$ cat config.mk
export PLATFORM = sky130hd
export DESIGN_NAME = regfile_ctrl
export DESIGN_NICKNAME = d
export VERILOG_FILES = /design/src/rtl/regfile_ctrl.sv
export SDC_FILE = /design/constraint.sdc
export NUM_CORES = 1
export LEC_CHECK = 0
export CELL_PAD_IN_SITES_DETAIL_PLACEMENT = 1
export CELL_PAD_IN_SITES_GLOBAL_PLACEMENT = 1
export CORE_AREA = 3 3 117 119
export CTS_CLUSTER_DIAMETER = 50
export CTS_CLUSTER_SIZE = 14
export DETAILED_ROUTE_END_ITERATION = 8
export DIE_AREA = 0 0 120 122
export DONT_BUFFER_PORTS = 1
export PLACE_DENSITY_LB_ADDON = 0.25
export RECOVER_POWER = 50
export SYNTH_ARGS = -nofsm -noshare
export SYNTH_HDL_FRONTEND = slang
export SYNTH_SLANG_ARGS = --single-unit
$ cat constraint.sdc
create_clock -name clk -period 1.8 [get_ports clk]
set_clock_uncertainty 0.2 [all_clocks]
set_input_delay 0.18 -clock clk [delete_from_list [all_inputs] [get_ports clk]]
set_output_delay 0.18 -clock clk [all_outputs]
set_load 0.1 [all_outputs]
$ cat src/rtl/regfile_ctrl.sv
// Register-file sequencer/arbiter: sweeps x1..x31 after reset, then shares read port 1 and the
// write port between the core pipeline and a debug requester, stalling the core when starved.
module regfile_ctrl #(
  parameter int unsigned         WIDTH      = 32,
  parameter int unsigned         MAX_WAIT   = 8,
  parameter logic [WIDTH-1:0]    INIT_VALUE = '0
) (
  input  logic             clk,
  input  logic             rst_n,
  input  logic [4:0]       core_ra0,
  input  logic [4:0]       core_ra1,
  input  logic             core_rd1_used,
  input  logic [4:0]       core_wa,
  input  logic             core_we,
  input  logic [WIDTH-1:0] core_wd,
  output logic [WIDTH-1:0] core_rd0,
  output logic [WIDTH-1:0] core_rd1,
  output logic             core_stall,
  output logic             busy,
  input  logic             dbg_req,
  input  logic             dbg_we,
  input  logic [4:0]       dbg_addr,
  input  logic [WIDTH-1:0] dbg_wdata,
  output logic             dbg_ack,
  output logic [WIDTH-1:0] dbg_rdata,
  output logic [4:0]       rf_ra0,
  output logic [4:0]       rf_ra1,
  output logic [4:0]       rf_wa,
  output logic             rf_we,
  output logic [WIDTH-1:0] rf_wd,
  input  logic [WIDTH-1:0] rf_rd0,
  input  logic [WIDTH-1:0] rf_rd1
);

  typedef enum logic [2:0] {StInit, StIdle, StPend, StSteal, StAck} state_e;

  state_e           state_q, state_d;
  logic [4:0]       sweep_q, sweep_d;
  logic [7:0]       wait_q, wait_d;
  logic             req_we_q, req_we_d;
  logic [4:0]       req_addr_q, req_addr_d;
  logic [WIDTH-1:0] req_wdata_q, req_wdata_d;
  logic [WIDTH-1:0] rdata_q, rdata_d;
  logic             slot_free;
  logic             do_access;

  assign core_rd0  = rf_rd0;
  assign core_rd1  = rf_rd1;
  assign dbg_rdata = rdata_q;

  always_comb begin
    state_d     = state_q;
    sweep_d     = sweep_q;
    wait_d      = wait_q;
    req_we_d    = req_we_q;
    req_addr_d  = req_addr_q;
    req_wdata_d = req_wdata_q;
    rdata_d     = rdata_q;
    rf_ra0      = core_ra0;
    rf_ra1      = core_ra1;
    rf_wa       = core_wa;
    rf_wd       = core_wd;
    rf_we       = core_we;
    core_stall  = 1'b0;
    busy        = 1'b0;
    dbg_ack     = 1'b0;
    do_access   = 1'b0;
    // A write needs the idle write port, a read needs the idle read port 1.
    slot_free   = req_we_q ? !core_we : !core_rd1_used;

    unique case (state_q)
      StInit: begin
        busy       = 1'b1;
        core_stall = 1'b1;
        rf_we      = 1'b1;
        rf_wa      = sweep_q;
        rf_wd      = INIT_VALUE;
        if (sweep_q == 5'd31) begin
          state_d = StIdle;
          sweep_d = 5'd1;
        end else begin
          sweep_d = sweep_q + 5'd1;
        end
      end
      StIdle: begin
        if (dbg_req) begin
          req_we_d    = dbg_we;
          req_addr_d  = dbg_addr;
          req_wdata_d = dbg_wdata;
          wait_d      = 8'd0;
          state_d     = StPend;
        end
      end
      StPend: begin
        if (slot_free) begin
          do_access = 1'b1;
          state_d   = StAck;
        end else begin
          wait_d = wait_q + 8'd1;
          if (32'(wait_d) == MAX_WAIT) begin
            state_d = StSteal;
          end
        end
      end
      StSteal: begin
        core_stall = 1'b1;
        rf_we      = 1'b0;
        do_access  = 1'b1;
        state_d    = StAck;
      end
      StAck: begin
        dbg_ack = 1'b1;
        state_d = StIdle;
      end
      default: state_d = StInit;
    endcase

    if (do_access) begin
      if (req_we_q) begin
        // x0 is hard-wired; the write is dropped but still acknowledged.
        rf_we = (req_addr_q != 5'd0);
        rf_wa = req_addr_q;
        rf_wd = req_wdata_q;
      end else begin
        rf_ra1  = req_addr_q;
        rdata_d = rf_rd1;
      end
    end
  end

  always_ff @(posedge clk or negedge rst_n) begin
    if (!rst_n) begin
      state_q     <= StInit;
      sweep_q     <= 5'd1;
      wait_q      <= 8'd0;
      req_we_q    <= 1'b0;
      req_addr_q  <= 5'd0;
      req_wdata_q <= '0;
      rdata_q     <= '0;
    end else begin
      state_q     <= state_d;
      sweep_q     <= sweep_d;
      wait_q      <= wait_d;
      req_we_q    <= req_we_d;
      req_addr_q  <= req_addr_d;
      req_wdata_q <= req_wdata_d;
      rdata_q     <= rdata_d;
    end
  end

endmodule

* Word-level counts from Yosys, hierarchy flattened
Cells that the tools add are included.
W data, S select, Z words.
** Storage, ports and cells
- Flip-flop bits (word level) :: 86
- Bits of input ports :: 154
- Output and inout bits :: 147
- Word-level logic and storage cells :: 56
** Operators by class
- Add/sub/neg operators :: 2
- Eq/ne operators :: 10
- Mux-type cells :: 26
- Bitwise operators :: 1
- Reductions and logical operators :: 10
** Operator list (count)
- $mux W32 :: 3
- $mux W5 :: 6
- $mux W8 :: 2
- $pmux W8 S2 :: 1
- $pmux W3 S5 :: 1
- $mux W3 :: 4
- $add A8 B1 Y8 const B :: 1
- $eq A8 B4 Y1 const B :: 1
- $mux W1 :: 7
- $eq A3 B2 Y1 const B :: 2
- $ne A2 B2 Y1 const B :: 3
- $reduce_and A3 Y1 :: 2
- $add A5 B1 Y5 const B :: 1
- $eq A5 B5 Y1 const B :: 1
- $reduce_bool A5 Y1 :: 1
- $pmux W1 S2 :: 2
- $reduce_and A2 Y1 :: 2
- $eq A3 B1 Y1 const B :: 1
- $eq A3 B3 Y1 const B :: 1
- $logic_not A3 Y1 :: 1
- $ne A3 B3 Y1 const B :: 1
- $logic_not A1 Y1 :: 2
- $reduce_bool A2 Y1 :: 1
- $reduce_or A2 Y1 :: 1
- $not A1 Y1 :: 1

* Longest topological paths before layout
Gate-level depths: netlist of run 1.
- Depth in word-level cells :: 5
- Gate-level depth with buffers :: 8
- Mapped depth without buffers :: 7

* Worst setup path before layout of run 1
Ideal clock, no wire load.
- Path type :: reg-to-output
- Start point :: register req_we_q
- End point :: output port rf_wd[26]
- Arrival time :: 3.347 ns
- Required time :: 1.420 ns
- Slack :: -1.927 ns
- Stages on the path, launching flop included :: 7
- Buffers on the path :: 2
- Path through :: dfrtp_1 -> mux2i_1 -> o21a_1 -> nand2_1 -> buf_2 -> clkbuf_1 -> o21ai_0
** On the way
- Longest elaborated chain between the ends :: 4
- Elaborated cells between the ends (all ways) :: 5
- Those cells by class :: mux (5)
** Ends and longest elaborated chain
- start: declaration :: RTL line 40 : logic req_we_q, req_we_d;
- start signal: assignment :: RTL line 144 : req_we_q <= req_we_d;
- $mux W1 :: RTL line 69 : slot_free = req_we_q ? !core_we : !core_rd1_used;
- $mux W1 :: RTL line 95 : if (slot_free) begin
- $pmux W1 S2 :: RTL line 71 : unique case (state_q)
- $mux W32 * :: RTL line 118 : if (do_access) begin
- end: declaration :: RTL line 30 : output logic [WIDTH-1:0] rf_wd,
Mark *: on every way between the ends. The rest lies on a longest branch, timed or not.

* Worst setup path after layout of run 1
- Start point :: register state_q[0]
- End point :: output port rf_wd[21]
** On the way
- Longest elaborated chain between the ends :: 4
- Elaborated cells between the ends (all ways) :: 7
- Those cells by class :: eq/ne (2); mux (4); reduce/logical (1)
** Ends and longest elaborated chain
- start: declaration :: RTL line 37 : state_e state_q, state_d;
- start signal: assignment :: RTL line 133 : state_q <= StInit;
- start signal: assignment :: RTL line 141 : state_q <= state_d;
- $logic_not A3 Y1 :: RTL line 71
- $mux W32 :: RTL line 71
- $mux W32 :: RTL line 119 : if (req_we_q) begin
- $mux W32 * :: RTL line 118
Marked as above.

==> summary.txt, run 1 <==
Global route
  • Global-route wire length before repair: 26500 um
  • Total routing resource utilization after global routing: 0.237
  • Residual overflow from global routing: 0
  • Initial antenna violation count: 2
  • Vias in the first global route: 4686
  • Largest net degree at the start of global routing: 87

Synthesis
  • Sequential share of the synthesized area: 0.450
  • Biggest area contributors in the synthesized netlist: dfrtp_1 44%, buf_4 11%, mux2_4 9.4%
  • Fraction of the mapped netlist area in compound gates: 0.109
  • Post-synth top cells: 85 x dfrtp_1, 76 x o21ai_0, 69 x buf_4, 60 x nand2_1, 36 x nand3_1
  • Number of enable flip-flop cells after synthesis: 0
  • Main combinational cell family by area after synthesis: buffers and inverters
  • Cell taking the most area after synthesis: dfrtp_1
  • Number of different library cells in the post-synthesis netlist: 39
  • Avg Synthesized Cell Area: 9.52 um^2
  • Post-synthesis share of cell area spent on full adders, half adders and majority gates: 0.0105
  • Cell count after synthesis: 503
  • Cell with the most instances after synthesis: dfrtp_1
  • Synthesized Nets: 661
  • Fraction of registers with async set/reset: 1.00
  • Mux share of post-synthesis cell area: 0.127
  • Number of synthesized register bits: 86
  • Synthesized-area fraction occupied by xor and xnor cells: 0.00366
  • Main flop type after synthesis: dfrtp_1
  • Post-synthesis instance area: 4790 um^2
  • Simple-gate share of the synthesized area: 0.130
  • Fraction of synthesized cell area taken by the top area cell type: 0.444
  • Ys Warns: 0

Clocking
  • CTS tree: yes
  • Number of CTS-inserted buffers: 9
  • Cts hold-fix bufs: 72
  • Post-CTS clock slew at the launch and capture registers of the worst setup and hold paths: roughly 0.06 ns
  • Clock root buffer master: clkbuf_16
  • Clock Latency Late Sink: about 0.34 ns
  • TritonCTS sink count: 86
  • H-tree lvl count: 3
  • Max clock buf depth: 2

Worst setup path
  • Sort of element at the start of the critical path: register
  • Worst reg2reg startpoint: state_q[0]
  • Slowest stage cell, crit path: dfrtp_1
  • Arrival time worst endpoint: 2.01 ns
  • CP Max Fanout: 8
  • Critical path capture point type: output pin
  • Critical path type: reg2out
  • FF-to-FF End: dbg_rdata[30]
  • Req. time, crit path: 1.42 ns
  • Worst path max stage delay: 0.41 ns
  • Crit path max-delay family: buffers and inverters
  • Worst path depth: 8
  • Critical path buffers and inverters: 4
  • Library cell appearing most often on the critical path: buf_12
  • Path depth of the worst reg2reg path: 8
  • Flop-to-flop setup slack: -0.40 ns
  • Chain of cells forming the critical path: buf_4, o21a_2, nand2_4, buf_12, buf_16, nand3_2, o21ai_4, buf_12

STA
  • Number of max-slew violations in the final report: 0
  • Fmax: about 0.42 GHz
  • Transition time of the tightest slew-check pin: 0.400 ns
  • Final hold violations: 86
  • Final setup margin: -0.592 ns
  • Clock period minus worst slack: roughly 2.4 ns
  • Unrepaired setup endpoints after global routing: true
  • Final setup violation count: 96
  • Remaining max-slew budget at the tightest pin: 0.734
  • Final cycle utilization of the critical path: 1.33
  • Hold slack: -0.673 ns

Hold path
  • Min-Delay Path Class: in2async

Route
  • Via density per instance: around 5.2
  • Detailed-route wire length per cell: approximately 23 um
  • Residual DRC count: 0
  • Total vias in the final route: 4128
  • Violation count after the first detailed-route iteration: a little under 200
  • Final Routed Wirelength: approximately 18000 um
  • Number of routed nets with antenna violations: 0
  • First-pass iteration count of the detailed router: 4

Floorplanning
  • Horizontal extent of the die: 120 um
  • Core Area: 12700 um^2
  • Initial Util: 0.378
  • Die Ht: roughly 120 um
  • Die footprint: 14600 um^2
  • Standard-cell row count: 41
  • Number of ports placed on the die boundary: between 300 and 400

Outcome
  • Run status: finished with violations
  • Violations in the final reports: hold timing, setup timing

Placed design
  • Detailed placement HPWL: approximately 11000 um
  • Port buffer count: 0
  • Final Wtd Congestion: 0.811

Layout
  • Number of nets in the layout: 781
  • Fill cells: roughly 1300
  • Fraction of layout instances using a drive strength above 1: 0.465
  • Layout Area Growth over Synthesis: 67.7%

Flow run
  • Max-cap violations: 0
-- per-layer routing --
metal / global-route usage / up-vias / share of wire
met5: 0 / - / 0.00072
met1: 0.248 / 2021 / 0.35
met3: 0.0696 / 73 / 0.054
met4: 0.110 / 2 / 0.041
li1: - / 1863 / -
met2: 0.438 / 169 / 0.56
-- registers in the layout, indices dropped and copies added, names as in the netlist --
signal,flops
sweep_q,5
req_we_q,1
dbg_rdata,32
state_q,3
req_addr_q,5
req_wdata_q,32
wait_q,8
-- through the flow --
stage / instance area, um^2 / setup TNS [ns] / worst slack [ns] / std cells / util
floorplan: 5430 / -17.44 / -0.434 / 503 / -
global placement: 6300 / -13.40 / -0.228 / 694 / 0.497
detailed placement: 6300 / -16.36 / -0.275 / 694 / 0.497
CTS: 7840 / -33.76 / -0.616 / 795 / 0.618
global route: 8030 / -43.77 / -0.661 / 801 / 0.634
finish: 8030 / -35.41 / -0.592 / 801 / 0.634
-- logic make-up after synthesis --
family | after synthesis
xor gates and xnor gates | 2
AOI/OAI and AO/OA | 98
DFF | 86
buffers and inverters | 131
muxes | 44
and+or+nand+nor | 138
adders and majority gates | 4
-- cell type report --
type | instances | area [um^2] | area share
timing repair buffer | 205 | 2540 | 0.317
sequential | 86 | 2150 | 0.268
tap | 172 | 215 | 0.0268
clock buffer | 9 | 225 | 0.0281
antenna | 1 | 2.50 | 0.000312
clock inverter | 7 | 81.3 | 0.0101
multi-input combinational | 287 | 2660 | 0.331
inverter | 34 | 154 | 0.0192
-- worst max-delay path by stage --
stage | start | to
floorplan | state_q[0] | rf_wa[3]
global placement | req_we_q | dbg_rdata[31]
detailed placement | req_we_q | dbg_rdata[30]
CTS | req_we_q | rf_ra1[3]
global route | state_q[0] | rf_wd[7]
finish | state_q[0] | rf_wd[21]
-- cells in the final DEF (no fill, tap or decap), types with 6 or more instances in the layout --
| cell | count |
|---|---|
| dfrtp_1 | 84 |
| dlygate4sd3_1 | 72 |
| buf_4 | 61 |
| nand2_1 | 54 |
| buf_12 | 50 |
| o21ai_0 | 39 |
| mux2_4 | 36 |
| inv_1 | 33 |
| o21ai_4 | 33 |
| nand3_2 | 23 |
| nor2_1 | 16 |
| buf_6 | 11 |
| clkbuf_16 | 10 |
| nand3_1 | 9 |
| mux2_2 | 7 |
| nand2_4 | 6 |
-- repair_timing --
action                     CTS  global route
gates resized for setup     80            37
pin swaps                   15            12
buffers inserted             9             7
cloned                       4             1
setup endpoints to repair   84           121
hold endpoints to repair   158            86
Power of run 1 is not shown: default switching activity piles up to over one toggle a cycle in this logic, so the estimate is an artifact.
==> run 2: changes to the inputs <==
- TNS_END_PERCENT: default -> 10
==> run 2 against run 1 <==
  * The run still ends with hold timing, setup timing left
  * Utilization decreased by 3.2 points
  * Hold slack lost 0.00060 ns
  * Via count down 0.75%
  * First-iteration DRC count grew 18%
  * Global-route usage increased by 0.27 points
  * Critical endpoint is now rf_wd[10]
  * Count of clock-buffer cells in the layout up 3
  * Critical path depth is the same
  * Die area unchanged
  * Largest cell class unchanged
  * Sequential share of layout area increased by 1.4 points
  * Non-clock buffer count shrank 11
  * Flip-flop and latch count is the same
  * Maximum frequency is 0.72% lower
==> summary.txt, run 2 (synthesis results as in run 1) <==
Outcome
  • Run status: finished with violations
  • Violations in the final reports: hold timing, setup timing

Route
  • Residual DRC count: 0
  • Met3 WL post-DR: 1050 um
  • Via density per instance: 5.19
  • Detailed-route wire length per cell: 22.4 um
  • First-pass iteration count of the detailed router: 4
  • Violation count after the first detailed-route iteration: 232
  • Metal1 wirelength: 6370 um
  • Total vias in the final route: 4097
  • Met2 Wirelength: 9720 um
  • Top Metal Used: met4
  • Number of routed nets with antenna violations: 0
  • Final Routed Wirelength: approximately 18000 um

STA
  • Hold slack: -0.673 ns
  • Final hold violations: 86
  • Post-Route Setup TNS: -29.31 ns
  • Final cycle utilization of the critical path: 1.34
  • Final setup margin: -0.609 ns
  • Transition time of the tightest slew-check pin: around 0.41 ns
  • Final setup violation count: 79
  • Number of max-slew violations in the final report: 0
  • Fmax: 0.415 GHz
  • Unrepaired setup endpoints after global routing: true
  • Clock period minus worst slack: between 2 and 2.5 ns
  • Remaining max-slew budget at the tightest pin: 0.730

Layout
  • Layout Area Growth over Synthesis: 59.1%
  • Most common library cell in the layout ignoring fill and taps: dfrtp_1
  • Fraction of layout instances using a drive strength above 1: 0.404
  • Fill cells: 1340
  • Number of nets in the layout: 769
  • Final core area utilization: 0.601
  • Leading cell types in the layout, fill and taps excluded: 84 x dfrtp_1, 71 x dlygate4sd3_1, 61 x buf_4

Floorplanning
  • Die footprint: 14600 um^2
  • Standard-cell row count: roughly 40
  • Horizontal extent of the die: roughly 120 um
  • Die Ht: roughly 120 um
  • Core Area: approximately 13000 um^2
  • Initial Util: 0.378
  • Number of ports placed on the die boundary: 301

Global route
  • Vias in the first global route: 4594
  • Residual overflow from global routing: 0
  • Largest net degree at the start of global routing: 87
  • Global-route wire length before repair: ~27000 um
  • Total routing resource utilization after global routing: 0.240
  • Initial antenna violation count: 2

Clocking
  • Max clock buf depth: 2
  • Post-CTS clock slew at the launch and capture registers of the worst setup and hold paths: approximately 0.060 ns
  • Cts hold-fix bufs: 71
  • CTS tree: yes
  • Clock root buffer master: clkbuf_16
  • Number of CTS-inserted buffers: 9
  • H-tree lvl count: 3
  • Clock Latency Late Sink: 0.34 ns
  • TritonCTS sink count: 86

Placed design
  • Final Wtd Congestion: about 0.83
  • Detailed placement HPWL: approximately 11000 um
  • Port buffer count: 0

Worst setup path
  • CP Max Fanout: 17
  • Critical path capture point type: output pin
  • Req. time, crit path: 1.42 ns
  • Sort of element at the start of the critical path: register
  • Path depth of the worst reg2reg path: 6
  • Critical path type: reg2out
  • Arrival time worst endpoint: approximately 2 ns

Hold path
  • Min-Delay Path Class: in2async

Flow run
  • Max-cap violations: 0
[run 2: cell count changes in the layout (fill, tap and decap cells not counted), sizes merged]
cell and change:
buf -9, bufinv +1, clkbuf +2, clkinvlp -1
diode +1, dlygate4sd3 -1, inv -3, or3 -1
[run 2: path summary, 6_finish.rpt]
| kind | start | endpoint | slack [ns] |
|---|---|---|---|
| max | req_we_q | rf_wd[10] | -0.61 |
| min | rst_n | wait_q[1] | -0.67 |
| max reg2reg | req_we_q | dbg_rdata[25] | -0.20 |
| min reg2reg | dbg_rdata[26] | dbg_rdata[26] | 0.31 |
| max in group asynchronous | rst_n | sweep_q[0] | 1.86 |
| min in group clk | dbg_req | state_q[1] | 0.13 |
[run 2: area by class of cell]
class                   count  area, um^2  area share
diodes                      2        5.00    0.000657
clock buffers              12         267      0.0350
clock inverters             4        77.6      0.0102
inverters                  34         154      0.0202
multi-input cells         286        2420       0.317
flip-flops and latches     86        2150       0.283
well taps                 172         215      0.0282
repair buffers            194        2330       0.306
[run 2: layer usage]
metal | global-route usage | up-vias
met3 | 0.0580 | 59
met1 | 0.259 | 2045
li1 | - | 1831
met4 | 0.115 | 0
met5 | 0 | -
met2 | 0.442 | 162
[run 2: critical path, cell delays in order, from the launching register on]
cell and delay, ns:
dfrtp_1 0.40, mux2i_2 0.17, o21a_2 0.23, nand2_4 0.08, buf_12 0.13, buf_12 0.16, nand3_1 0.17, o21ai_4 0.13
buf_12 0.19
[run 2: per-stage QoR]
step,setup WS [ns],instances,instance area (um^2)
2_1_floorplan,-0.434,503,5380
3_3_place_gp,-0.226,695,6360
3_5_place_dp,-0.294,695,6360
4_1_cts,-0.648,788,7570
5_1_grt,-0.716,790,7620
6_report,-0.609,790,7620
[run 2: timing repair]
| action | in CTS | in global routing |
|---|---|---|
| gates resized for setup | 31 | 12 |
| pin swaps | 6 | 5 |
| cloned | 0 | 0 |
| hold endpoints to repair | 157 | 86 |
| setup endpoints to repair | 89 | 108 |
| setup buffers | 6 | 0 |
Power of run 2 is left out for the same reason.
==> run 3: changes to the inputs <==
- CORE_AREA: 3 3 117 119 -> 3 3 115 117
- CTS_BUF_LIST: default -> sky130_fd_sc_hd__clkbuf_2
- DIE_AREA: 0 0 120 122 -> 0 0 118 120
- clock period: 1.8 -> 2.79 ns (I/O delays scaled with it)
==> run 3 against run 2 <==
  * The run ends with setup timing left
  * Register-to-register slack better by 0.43 ns
  * Critical path depth unchanged
  * Flip-flop and latch count unchanged
  * First-iteration DRC count down 26%
  * Die area down 3.3%
  * Utilization down 6.3 points
  * Sequential share of layout area up 3.9 points
  * Non-clock buffer count down 46
  * Via count down 6.4%
==> summary.txt, run 3 (synthesis results as in run 1) <==
Outcome
  • Run status: finished with violations
  • Violations in the final reports: setup timing

STA
  • Final hold violations: 0
  • Unrepaired setup endpoints after global routing: true
  • Fmax: ~0.35 GHz
  • Final setup violation count: 3
  • Remaining max-slew budget at the tightest pin: 0.369
  • Final setup margin: -0.0315 ns
  • Clock period minus worst slack: 2.82 ns
  • Post-Route Setup TNS: -0.0417 ns
  • Hold slack: 0.0566 ns
  • Final cycle utilization of the critical path: 1.01
  • Number of max-slew violations in the final report: 0
  • Transition time of the tightest slew-check pin: 0.946 ns

Layout
  • Number of diodes: 0
  • Most common library cell in the layout ignoring fill and taps: dlygate4sd3_1
  • Fraction of layout instances using a drive strength above 1: 0.317
  • Fill cells: 1334
  • Leading cell types in the layout, fill and taps excluded: 85 x dlygate4sd3_1, 82 x dfrtp_1, 59 x nand2_1
  • Final core area utilization: 0.538
  • Total non-filler cell area in the finished layout: 6710 um^2
  • Number of nets in the layout: 724
  • Layout Area Growth over Synthesis: 40.2%

Global route
  • Initial antenna violation count: 0
  • Global-route wire length before repair: 24600 um
  • Residual overflow from global routing: 0
  • Largest net degree at the start of global routing: 75
  • Vias in the first global route: 4213
  • Total routing resource utilization after global routing: 0.221

Worst setup path
  • Critical path type: reg2out
  • Sort of element at the start of the critical path: register
  • Library cell appearing most often on the critical path: buf_12
  • Req. time, crit path: ~2.3 ns
  • Worst path max stage delay: 0.50 ns
  • Chain of cells forming the critical path: mux2i_4, o21a_2, nand2_4, buf_12, clkbuf_16, nand3_1, o21ai_2, buf_12
  • Critical path capture point type: output pin
  • Slowest stage cell, crit path: dfrtp_2
  • CP Max Fanout: 11
  • Arrival time worst endpoint: 2.34 ns

Clocking
  • H-tree lvl count: 3
  • Clock root buffer master: clkbuf_2
  • Clock Latency Late Sink: 0.60 ns
  • CTS tree: yes
  • Number of CTS-inserted buffers: 9
  • Post-CTS clock slew at the launch and capture registers of the worst setup and hold paths: around 0.27 ns
  • TritonCTS sink count: 86
  • Max clock buf depth: 2

Route
  • Detailed-route wire length per cell: roughly 21 um
  • Number of routed nets with antenna violations: 0
  • Via density per instance: between 5 and 6
  • Violation count after the first detailed-route iteration: 171
  • Total vias in the final route: 3836
  • Final Routed Wirelength: 15900 um
  • Residual DRC count: 0
  • First-pass iteration count of the detailed router: 4

Placed design
  • Port buffer count: 0
  • Final Wtd Congestion: 0.722
  • Standard cell area after detailed placement: about 5400 um^2
  • Detailed placement HPWL: 9840 um

Floorplanning
  • Number of ports placed on the die boundary: 301
  • Die footprint: 14200 um^2
  • Initial Util: 0.384
  • Standard-cell row count: 41
  • Core Area: 12500 um^2
  • Horizontal extent of the die: roughly 120 um
  • Die Ht: 120 um

Flow run
  • Max-cap violations: 0

Hold path
  • Min-Delay Path Class: in2reg
==> run 3: area by class of cell <==
cell class,instances,area (um^2),area share
Sequential cell,86,2160,0.321
Multi-Input combinational cell,287,2120,0.315
Timing Repair Buffer,148,1930,0.287
Tap cell,172,215,0.0321
Inverter,34,133,0.0198
Clock inverter,7,120,0.0179
Clock buffer,9,45.0,0.00671
==> run 3: what timing repair did <==
| item | CTS | global route |
|---|---|---|
| endpoints found under the hold margin | 161 | 0 |
| setup buffers | 9 | 0 |
| endpoints found under the setup margin | 43 | 43 |
| hold buffers | 86 | 0 |
| pin swaps | 1 | 1 |
| gates cloned | 2 | 1 |
| gates resized for setup | 23 | 8 |
==> run 3: per-stage QoR <==
stage          instances  setup WS, ns
6_report             743       -0.0315
5_1_grt              743        -0.132
4_1_cts              742       -0.0522
3_5_place_dp         629         0.350
3_3_place_gp         629         0.445
2_1_floorplan        503        -0.389
==> run 3: worst max-delay path: cells and delay by family, from the launching register on <==
family / cells / cell delay (ns)
muxes: 1 / 0.19
AOI/OAI and AO/OA: 2 / 0.34
buffers and inverters: 3 / 0.48
DFF: 1 / 0.50
and+or+nand+nor: 2 / 0.23
==> run 3: worst paths after layout <==
check / from / end / slack (ns) / depth (start not counted)
worst min register to register: sweep_q[0] / sweep_q[0] / 0.35 / 2
worst min-delay path: dbg_req / req_wdata_q[29] / 0.06 / 5
max in group asynchronous: rst_n / dbg_rdata[28] / 0.49 / 4
min in group asynchronous: rst_n / req_wdata_q[26] / 0.57 / 3
worst max-delay path: req_we_q / rf_wd[22] / -0.03 / 8
worst max register to register: state_q[0] / req_wdata_q[25] / 0.23 / 7
==> run 3: layer usage <==
metal / vias up / GRT usage / wire (um)
met4: 0 / 0.0835 / 349
met3: 39 / 0.0471 / 843
met1: 1907 / 0.260 / 6280
met5: - / 0 / 0
met2: 145 / 0.395 / 8450
li1: 1745 / - / -
Power of run 3 is left out for the same reason.
